$ cat config.mk
export PLATFORM = sky130hd
export DESIGN_NAME = uart_tx_block
export DESIGN_NICKNAME = d
export VERILOG_FILES = /design/src/rtl/uart_pkg.sv /design/src/rtl/tx_bit_timer.sv /design/src/rtl/uart_tx_block.sv
export SDC_FILE = /design/constraint.sdc
export NUM_CORES = 1
export LEC_CHECK = 0
export BUFFER_PORTS_ARGS = -buffer_cell sky130_fd_sc_hd__buf_2
export CORE_MARGIN = 3
export CORE_UTILIZATION = 55
export DETAILED_ROUTE_END_ITERATION = 16
export PLACE_DENSITY = 0.77
export SLEW_MARGIN = 20
export SYNTH_ARGS = -nofsm -noshare
export SYNTH_HDL_FRONTEND = slang
export SYNTH_SLANG_ARGS = --single-unit
$ cat constraint.sdc
create_clock -name clk -period 2.25 [get_ports clk]
set_input_delay 0.45 -clock clk [delete_from_list [all_inputs] [get_ports clk]]
set_output_delay 0.45 -clock clk [all_outputs]
set_load 0.1 [all_outputs]
$ cat src/rtl/uart_pkg.sv
// Shared UART definitions: transmitter state encoding and line levels.
// The receive path uses the same level constants.
package uart_pkg;

    typedef enum logic [2:0] {
        IDLE,
        START,
        DATA,
        PARITY,
        STOP
    } tx_state_t;

    localparam logic UART_IDLE_LEVEL  = 1'b1;
    localparam logic UART_START_LEVEL = 1'b0;
    localparam logic UART_STOP_LEVEL  = 1'b1;

endpackage

$ cat src/rtl/tx_bit_timer.sv
// Bit-period timer for the UART transmitter: counts CLKS_PER_BIT cycles and
// pulses bit_tick on the last cycle of each bit period.
module tx_bit_timer #(
    parameter int CLKS_PER_BIT = 10
) (
    input  logic clk,
    input  logic n_rst,
    input  logic clear,
    input  logic enable,
    output logic bit_tick
);

    localparam int CNT_W = $clog2(CLKS_PER_BIT);
    localparam logic [CNT_W-1:0] LAST_CNT = CNT_W'(CLKS_PER_BIT - 1);

    logic [CNT_W-1:0] count_q;

    assign bit_tick = enable && (count_q == LAST_CNT);

    always_ff @(posedge clk or negedge n_rst) begin
        if (!n_rst) begin
            count_q <= '0;
        end else if (clear) begin
            count_q <= '0;
        end else if (enable) begin
            // Wraps on the terminal count so each period restarts from zero.
            if (count_q == LAST_CNT) begin
                count_q <= '0;
            end else begin
                count_q <= count_q + CNT_W'(1);
            end
        end
    end

endmodule

$ cat src/rtl/uart_tx_block.sv
// UART transmitter: start bit, DATA_BITS data bits LSB first, optional even
// parity (define UART_TX_PARITY_EN), stop bit. All outputs are registered.
//
// state  | meaning
// IDLE   | line idle high, waiting for tx_start
// START  | driving the start bit
// DATA   | shifting data bits out LSB first
// PARITY | driving even parity of the latched data (UART_TX_PARITY_EN only)
// STOP   | driving the stop bit; exit raises tx_done for one cycle
module uart_tx_block
    import uart_pkg::*;
#(
    parameter int DATA_BITS    = 8,
    parameter int CLKS_PER_BIT = 10
) (
    input  logic                 clk,
    input  logic                 n_rst,
    input  logic [DATA_BITS-1:0] tx_data,
    input  logic                 tx_start,
    output logic                 tx_busy,
    output logic                 tx_done,
    output logic                 serial_out
);

    localparam int IDX_W = $clog2(DATA_BITS);
    localparam logic [IDX_W-1:0] LAST_IDX = IDX_W'(DATA_BITS - 1);

    tx_state_t            state_q, state_d;
    logic [DATA_BITS-1:0] shreg_q, shreg_d;
    logic [IDX_W-1:0]     idx_q, idx_d;
    logic                 serial_d;
    logic                 busy_d;
    logic                 done_d;
    logic                 timer_clear;
    logic                 bit_tick;
`ifdef UART_TX_PARITY_EN
    logic                 parity_q;
`endif

    tx_bit_timer #(
        .CLKS_PER_BIT(CLKS_PER_BIT)
    ) u_bit_timer (
        .clk      (clk),
        .n_rst    (n_rst),
        .clear    (timer_clear),
        .enable   (state_q != IDLE),
        .bit_tick (bit_tick)
    );

    always_comb begin
        state_d     = state_q;
        shreg_d     = shreg_q;
        idx_d       = idx_q;
        serial_d    = serial_out;
        busy_d      = tx_busy;
        done_d      = 1'b0;
        timer_clear = 1'b0;

        case (state_q)
            IDLE: begin
                if (tx_start) begin
                    state_d     = START;
                    shreg_d     = tx_data;
                    serial_d    = UART_START_LEVEL;
                    busy_d      = 1'b1;
                    timer_clear = 1'b1;
                end
            end
            START: begin
                if (bit_tick) begin
                    state_d  = DATA;
                    serial_d = shreg_q[0];
                end
            end
            DATA: begin
                if (bit_tick) begin
                    shreg_d = shreg_q >> 1;
                    if (idx_q == LAST_IDX) begin
                        idx_d = '0;
`ifdef UART_TX_PARITY_EN
                        state_d  = PARITY;
                        serial_d = parity_q;
`else
                        state_d  = STOP;
                        serial_d = UART_STOP_LEVEL;
`endif
                    end else begin
                        idx_d    = idx_q + IDX_W'(1);
                        // Next bit is bit 1 of the register before this shift.
                        serial_d = shreg_q[1];
                    end
                end
            end
`ifdef UART_TX_PARITY_EN
            PARITY: begin
                if (bit_tick) begin
                    state_d  = STOP;
                    serial_d = UART_STOP_LEVEL;
                end
            end
`endif
            STOP: begin
                if (bit_tick) begin
                    state_d  = IDLE;
                    serial_d = UART_IDLE_LEVEL;
                    busy_d   = 1'b0;
                    done_d   = 1'b1;
                end
            end
            default: begin
                state_d  = IDLE;
                serial_d = UART_IDLE_LEVEL;
                busy_d   = 1'b0;
            end
        endcase
    end

    always_ff @(posedge clk or negedge n_rst) begin
        if (!n_rst) begin
            state_q    <= IDLE;
            shreg_q    <= '0;
            idx_q      <= '0;
            serial_out <= UART_IDLE_LEVEL;
            tx_busy    <= 1'b0;
            tx_done    <= 1'b0;
        end else begin
            state_q    <= state_d;
            shreg_q    <= shreg_d;
            idx_q      <= idx_d;
            serial_out <= serial_d;
            tx_busy    <= busy_d;
            tx_done    <= done_d;
        end
    end

`ifdef UART_TX_PARITY_EN
    // Parity is captured at accept since the shift register is consumed.
    always_ff @(posedge clk or negedge n_rst) begin
        if (!n_rst) begin
            parity_q <= 1'b0;
        end else if (state_q == IDLE && tx_start) begin
            parity_q <= ^tx_data;
        end
    end
`endif

endmodule

==> Word-level counts from Yosys, hierarchy flattened <==
Index checks and enable logic that the tools add are counted.
{ "totals": {"regBits": 21, "latchBits": 0, "ramBits": 0, "rom_bits": 0, "out_inout_bits": 3, "elab_cells": 57, "n_memories": 0} }
{ "op_classes": {"addsub": 2, "multipliers": 0, "n_div": 0, "order_cmp": 0, "n_eq_ne": 10, "shift": 0, "muxes": 26, "bitwise": 1, "reduce_logical": 11} }
{ "op_table": {"columns": ["cell", "count"], "rows": [
  ["$mux W3", 6],
  ["$mux W8", 2],
  ["$pmux W8 S2", 1],
  ["$mux W4", 3],
  ["$pmux W3 S4", 1],
  ["$mux W1", 11],
  ["$ne A2 B2 Y1 const B", 5],
  ["$eq A3 B3 Y1 const B", 2],
  ["$reduce_and A3 Y1", 2],
  ["$reduce_and A5 Y1", 1],
  ["$add A4 B1 Y4 const B", 1],
  ["$eq A4 B4 Y1 const B", 1],
  ["$pmux W1 S4", 1],
  ["$reduce_and A4 Y1", 1],
  ["$reduce_bool A2 Y1", 2],
  ["$add A3 B1 Y3 const B", 1],
  ["$eq A3 B1 Y1 const B", 1],
  ["$eq A3 B2 Y1 const B", 1],
  ["$logic_not A3 Y1", 1],
  ["$pmux W1 S3", 1],
  ["$reduce_bool A3 Y1", 1],
  ["$reduce_and A2 Y1", 1],
  ["$reduce_or A2 Y1", 1],
  ["$logic_and A1 B1 Y1", 1],
  ["$not A1 Y1", 1]
]} }

==> Logic depth before layout (Yosys ltp) <==
{ "depth": {"ltp_word": 4, "mapped_depth": 7} }

==> Hierarchy <==
A second synthesis with hierarchy kept.
{ "hier_totals": {"cells_unflattened": 112, "area_unflattened_um2": 1148.6} }
{ "modules_own_cells": {"columns": ["module", "n_inst", "cells_per_inst", "area_per_inst_um2", "seq_area_each_um2"], "rows": [
  ["uart_tx_block", 1, 86, 907.1, 426.7],
  ["tx_bit_timer", 1, 26, 241.5, 100.1]
]} }

==> Worst setup path before layout <==
Ideal clock, no wire load.
{ "synth_path": {"kind": "register to register", "start": "reg u_bit_timer.count_q[1]", "end": "reg shreg_q[7]", "setup_time_ns": 0.122, "arrival_time_ns": 1.561, "required_ns": 2.128, "path_slack_ns": 0.568, "stages_incl_launch_ff": 8, "n_path_buf": 1, "path_cell_list": "dfrtp_1 > inv_1 > ha_1 > nand3b_4 > or3_4 > and2_4 > buf_6 > a32o_1"} }
{ "synth_between": {"elab_chain_cells": 4} }
{ "synth_rtl": {"columns": ["item", "line_no", "rtl"], "rows": [
  ["start, declared", "tx_bit_timer.sv:16", "logic [CNT_W-1:0] count_q;"],
  ["start signal, assigned", "tx_bit_timer.sv:30", "count_q <= count_q + CNT_W'(1);"],
  ["$eq A4 B4 Y1", "tx_bit_timer.sv:18", "assign bit_tick = enable && (count_q == LAST_CNT);"],
  ["$logic_and A1 B1 Y1", "tx_bit_timer.sv:18", null],
  ["$ne A2 B2 Y1 (no line)", null, null],
  ["$reduce_and A3 Y1 (no line)", null, null],
  ["end signal, assigned", "uart_tx_block.sv:128", "shreg_q <= shreg_d;"],
  ["end, declared", "uart_tx_block.sv:29", "logic [DATA_BITS-1:0] shreg_q, shreg_d;"]
]} }
No other way between the ends.
A chain may end at the register's enable or synchronous reset.

==> Final worst setup path <==
Ends and elaborated chain as after synthesis.

==> run_results.csv <==
group,metric,value,unit
yosys,synth_area,0.001062,mm^2
final_layout,final_area,0.001150,mm^2
pwr,total_power,1.296,mW
pwr,vdd_ir_drop_max,0.6490,mV
floorplanning,core,0.001783,mm^2
yosys,synth_top_area_share,47.11,%
drt,routedWlPerCell,13.49,um
sta,hold_viol,0,
yosys,synth_area_leaders,"dfrtp_1 (47%), o22ai_1 (5.3%), ha_1 (4.7%)",
yosys,synth_edf_count,0,
grt,grt_antenna_before_repair,0,
final_layout,layout.cells.non_filler,136,
grt,grt_start_max_net_pins,22,
yosys,ys_types,40,
final_layout,multiInputGateArea,466.7,um^2
yosys,yosysWarnings,0,
yosys,synth-seq-cells,21,
grt,grt.overflow.total,0,
yosys,async_reset_ff_share,100.0,%
drt,drc,0,
clock_tree,ctsResizeCount,0,
final_layout,layout.nets,127,
drt,ant_nets,0,
clock_tree,path_clk_slew,0.11,ns
grt,grt_first_pass_wirelength,2987,um
sta,tightest_slew,0.4859,ns
drt,wirelength,1834,um
yosys,synth_common_cells,"dfrtp_1 (20), a21oi_1 (9), inv_1 (9), o22ai_1 (9), o21ai_0 (5)",
sta,period_needed,1.774,ns
clock_tree,clock_latency,0.30,ns
floorplanning,die_y,49.95,um
sta,relSlewSlack,67.83,%
pwr,power_density,1127,mW/mm^2
drt,drtIter0Drc,11,
final_layout,nFillCells,152,
final_layout,ff_latch_area,526.8,um^2
place,dpl_cell_area,0.001124,mm^2
setup_path,worstSetupEndpointType,"flop",
final_layout,area_growth,8.245,%
final_layout,antenna_cells,0,
sta,setup-tns-final,0,ns
place,post-dp-hpwl,1334,um
clock_tree,cts_num_sinks,21,
yosys,yosys_most_used_dff,"dfrtp_1",
yosys,synth.avg_cell_area,10.73,um^2
setup_path,cp_max_fo,12,
clock_tree,numCtsBuffers,3,
clock_tree,htreeDepth,1,
yosys,synthCells,99,
yosys,yosysMostFrequentCell,"dfrtp_1",
setup_path,crit_required,2.45,ns
drt,dr.pass1.iters,4,
min_path,min_path_type,"in2async",
floorplanning,start_util,59.58,%
outcome,status,"finished, final reports clean",
floorplanning,die_w,49.95,um
yosys,yosysSeqAreaShare,49.59,%
grt,grt_pass1_vias,704,
yosys,synthesis.nets,114,
setup_path,worstSetupPathType,"reg2reg",
setup_path,worstPathArrival,1.97,ns
sta,drv_slew,0,
place,dp.cells,132,
setup_path,r2r-start,"u_bit_timer.count_q[1]$_DFFE_PN0P_",
floorplanning,core.rowCount,15,
floorplanning,design.die.area,0.002495,mm^2
clock_tree,cts_tree,"yes",
pwr,power.leakage,0.5942,nW
setup_path,rrSetupSlack,0.48,ns
sta,finalClockSkew,0.004068,ns
sta,fin_crit_sh,78.86,%
clock_tree,ctsRootBufferMaster,"clkbuf_4",
final_layout,drive_gt1_share,22.52,%
drt,vias,776,
final_layout,final_util,64.49,%
floorplanning,io-pin-count,14,
drt,viasPerCell,5.706,
clock_tree,ctsLongestPathBuffers,2,
place,io_buffers,13,
setup_path,regToRegEndpoint,"shreg_q[7]$_DFFE_PN0P_",
clock_tree,ctsHoldBuffers,0,
grt,track_usage,16.01,%
yosys,yosysTopAreaCell,"dfrtp_1",
setup_path,critPathLaunchType,"flop",
clock_tree,cts_setup_buffers,0,
sta,rsz0062_at_grt,"no",
job,maxCapViolations,0,
place,gp_congestion,0.8400,
sta,setup_viol_count_final,0,
setup_path,ff2ff_path_depth,6,
sta,fmax,563.6,MHz
[flip-flops by register name, summed over array words and instances (netlist names)]
signal / count
idx_q: 3
serial_out: 1
shreg_q: 8
state_q: 3
tx_busy: 1
tx_done: 1
u_bit_timer.count_q: 4
[metal layers]
layer	up-vias	track usage [%]	wire, um
li1	384	-	-
met5	-	0	0
met4	0	5.530	22
met1	375	19.11	822
met2	13	25.99	924
met3	4	6.344	65
[placed cells by master (no fill, tap or decap), types with 2 or more instances in the layout]
cell type,n
a21o_1,3
o21ai_0,5
o22ai_1,9
nor3b_1,2
inv_1,9
ha_1,4
dfrtp_1,20
nand2_1,4
clkbuf_4,3
a21oi_1,9
buf_2,13
nor2_1,3
[worst max path at each step]
stage,slack (ns),end,start,depth (start not counted)
floorplan,0.57,shreg_q[7]$_DFFE_PN0P_,u_bit_timer.count_q[1]$_DFFE_PN0P_,7
global placement,0.53,shreg_q[7]$_DFFE_PN0P_,u_bit_timer.count_q[1]$_DFFE_PN0P_,6
detailed placement,0.48,shreg_q[7]$_DFFE_PN0P_,u_bit_timer.count_q[1]$_DFFE_PN0P_,6
CTS,0.46,shreg_q[7]$_DFFE_PN0P_,u_bit_timer.count_q[1]$_DFFE_PN0P_,6
global route,0.41,shreg_q[7]$_DFFE_PN0P_,u_bit_timer.count_q[1]$_DFFE_PN0P_,6
finish,0.48,shreg_q[7]$_DFFE_PN0P_,u_bit_timer.count_q[1]$_DFFE_PN0P_,6
[per-stage QoR]
step | hold slack, ns | setup WS (ns)
5_1_grt | 0.08628 | 0.4101
3_5_place_dp | 0.4299 | 0.4767
6_report | 0.07926 | 0.4756
4_1_cts | 0.09217 | 0.4574
3_3_place_gp | 0.4216 | 0.5331
2_1_floorplan | 0.1544 | 0.5679
[logic make-up after synthesis]
kind of cell,Yosys count,synth area share [%]
adders and majority gates,4,4.712
buffers and inverters,14,6.477
xor gates and xnor gates,1,0.8247
and+or+nand+nor,23,15.43
AOI/OAI and AO/OA,33,19.55
muxes,3,3.415
DFF,21,49.59
[power by group]
| part | internal [mW] | total, mW | switching [mW] |
|---|---|---|---|
| registers | 0.516 | 0.634 | 0.119 |
| logic | 0.186 | 0.486 | 0.299 |
| clock network | 0.0691 | 0.176 | 0.107 |
[cell type report]
cell class                      count  share of cell area [%]
Sequential cell                    21                   45.81
Multi-Input combinational cell     64                   40.59
Timing Repair Buffer               13                   5.658
Inverter                            9                   2.938
Tap cell                           25                   2.720
Clock buffer                        4                   2.285
[critical path: stages, from the launching register on]
cell,delay [ns]
dfrtp_1,0.41
inv_1,0.08
ha_1,0.20
nand3b_4,0.11
or3_4,0.46
and2_4,0.22
a32o_1,0.20
Note: power is estimated with default switching activity, not from simulation.
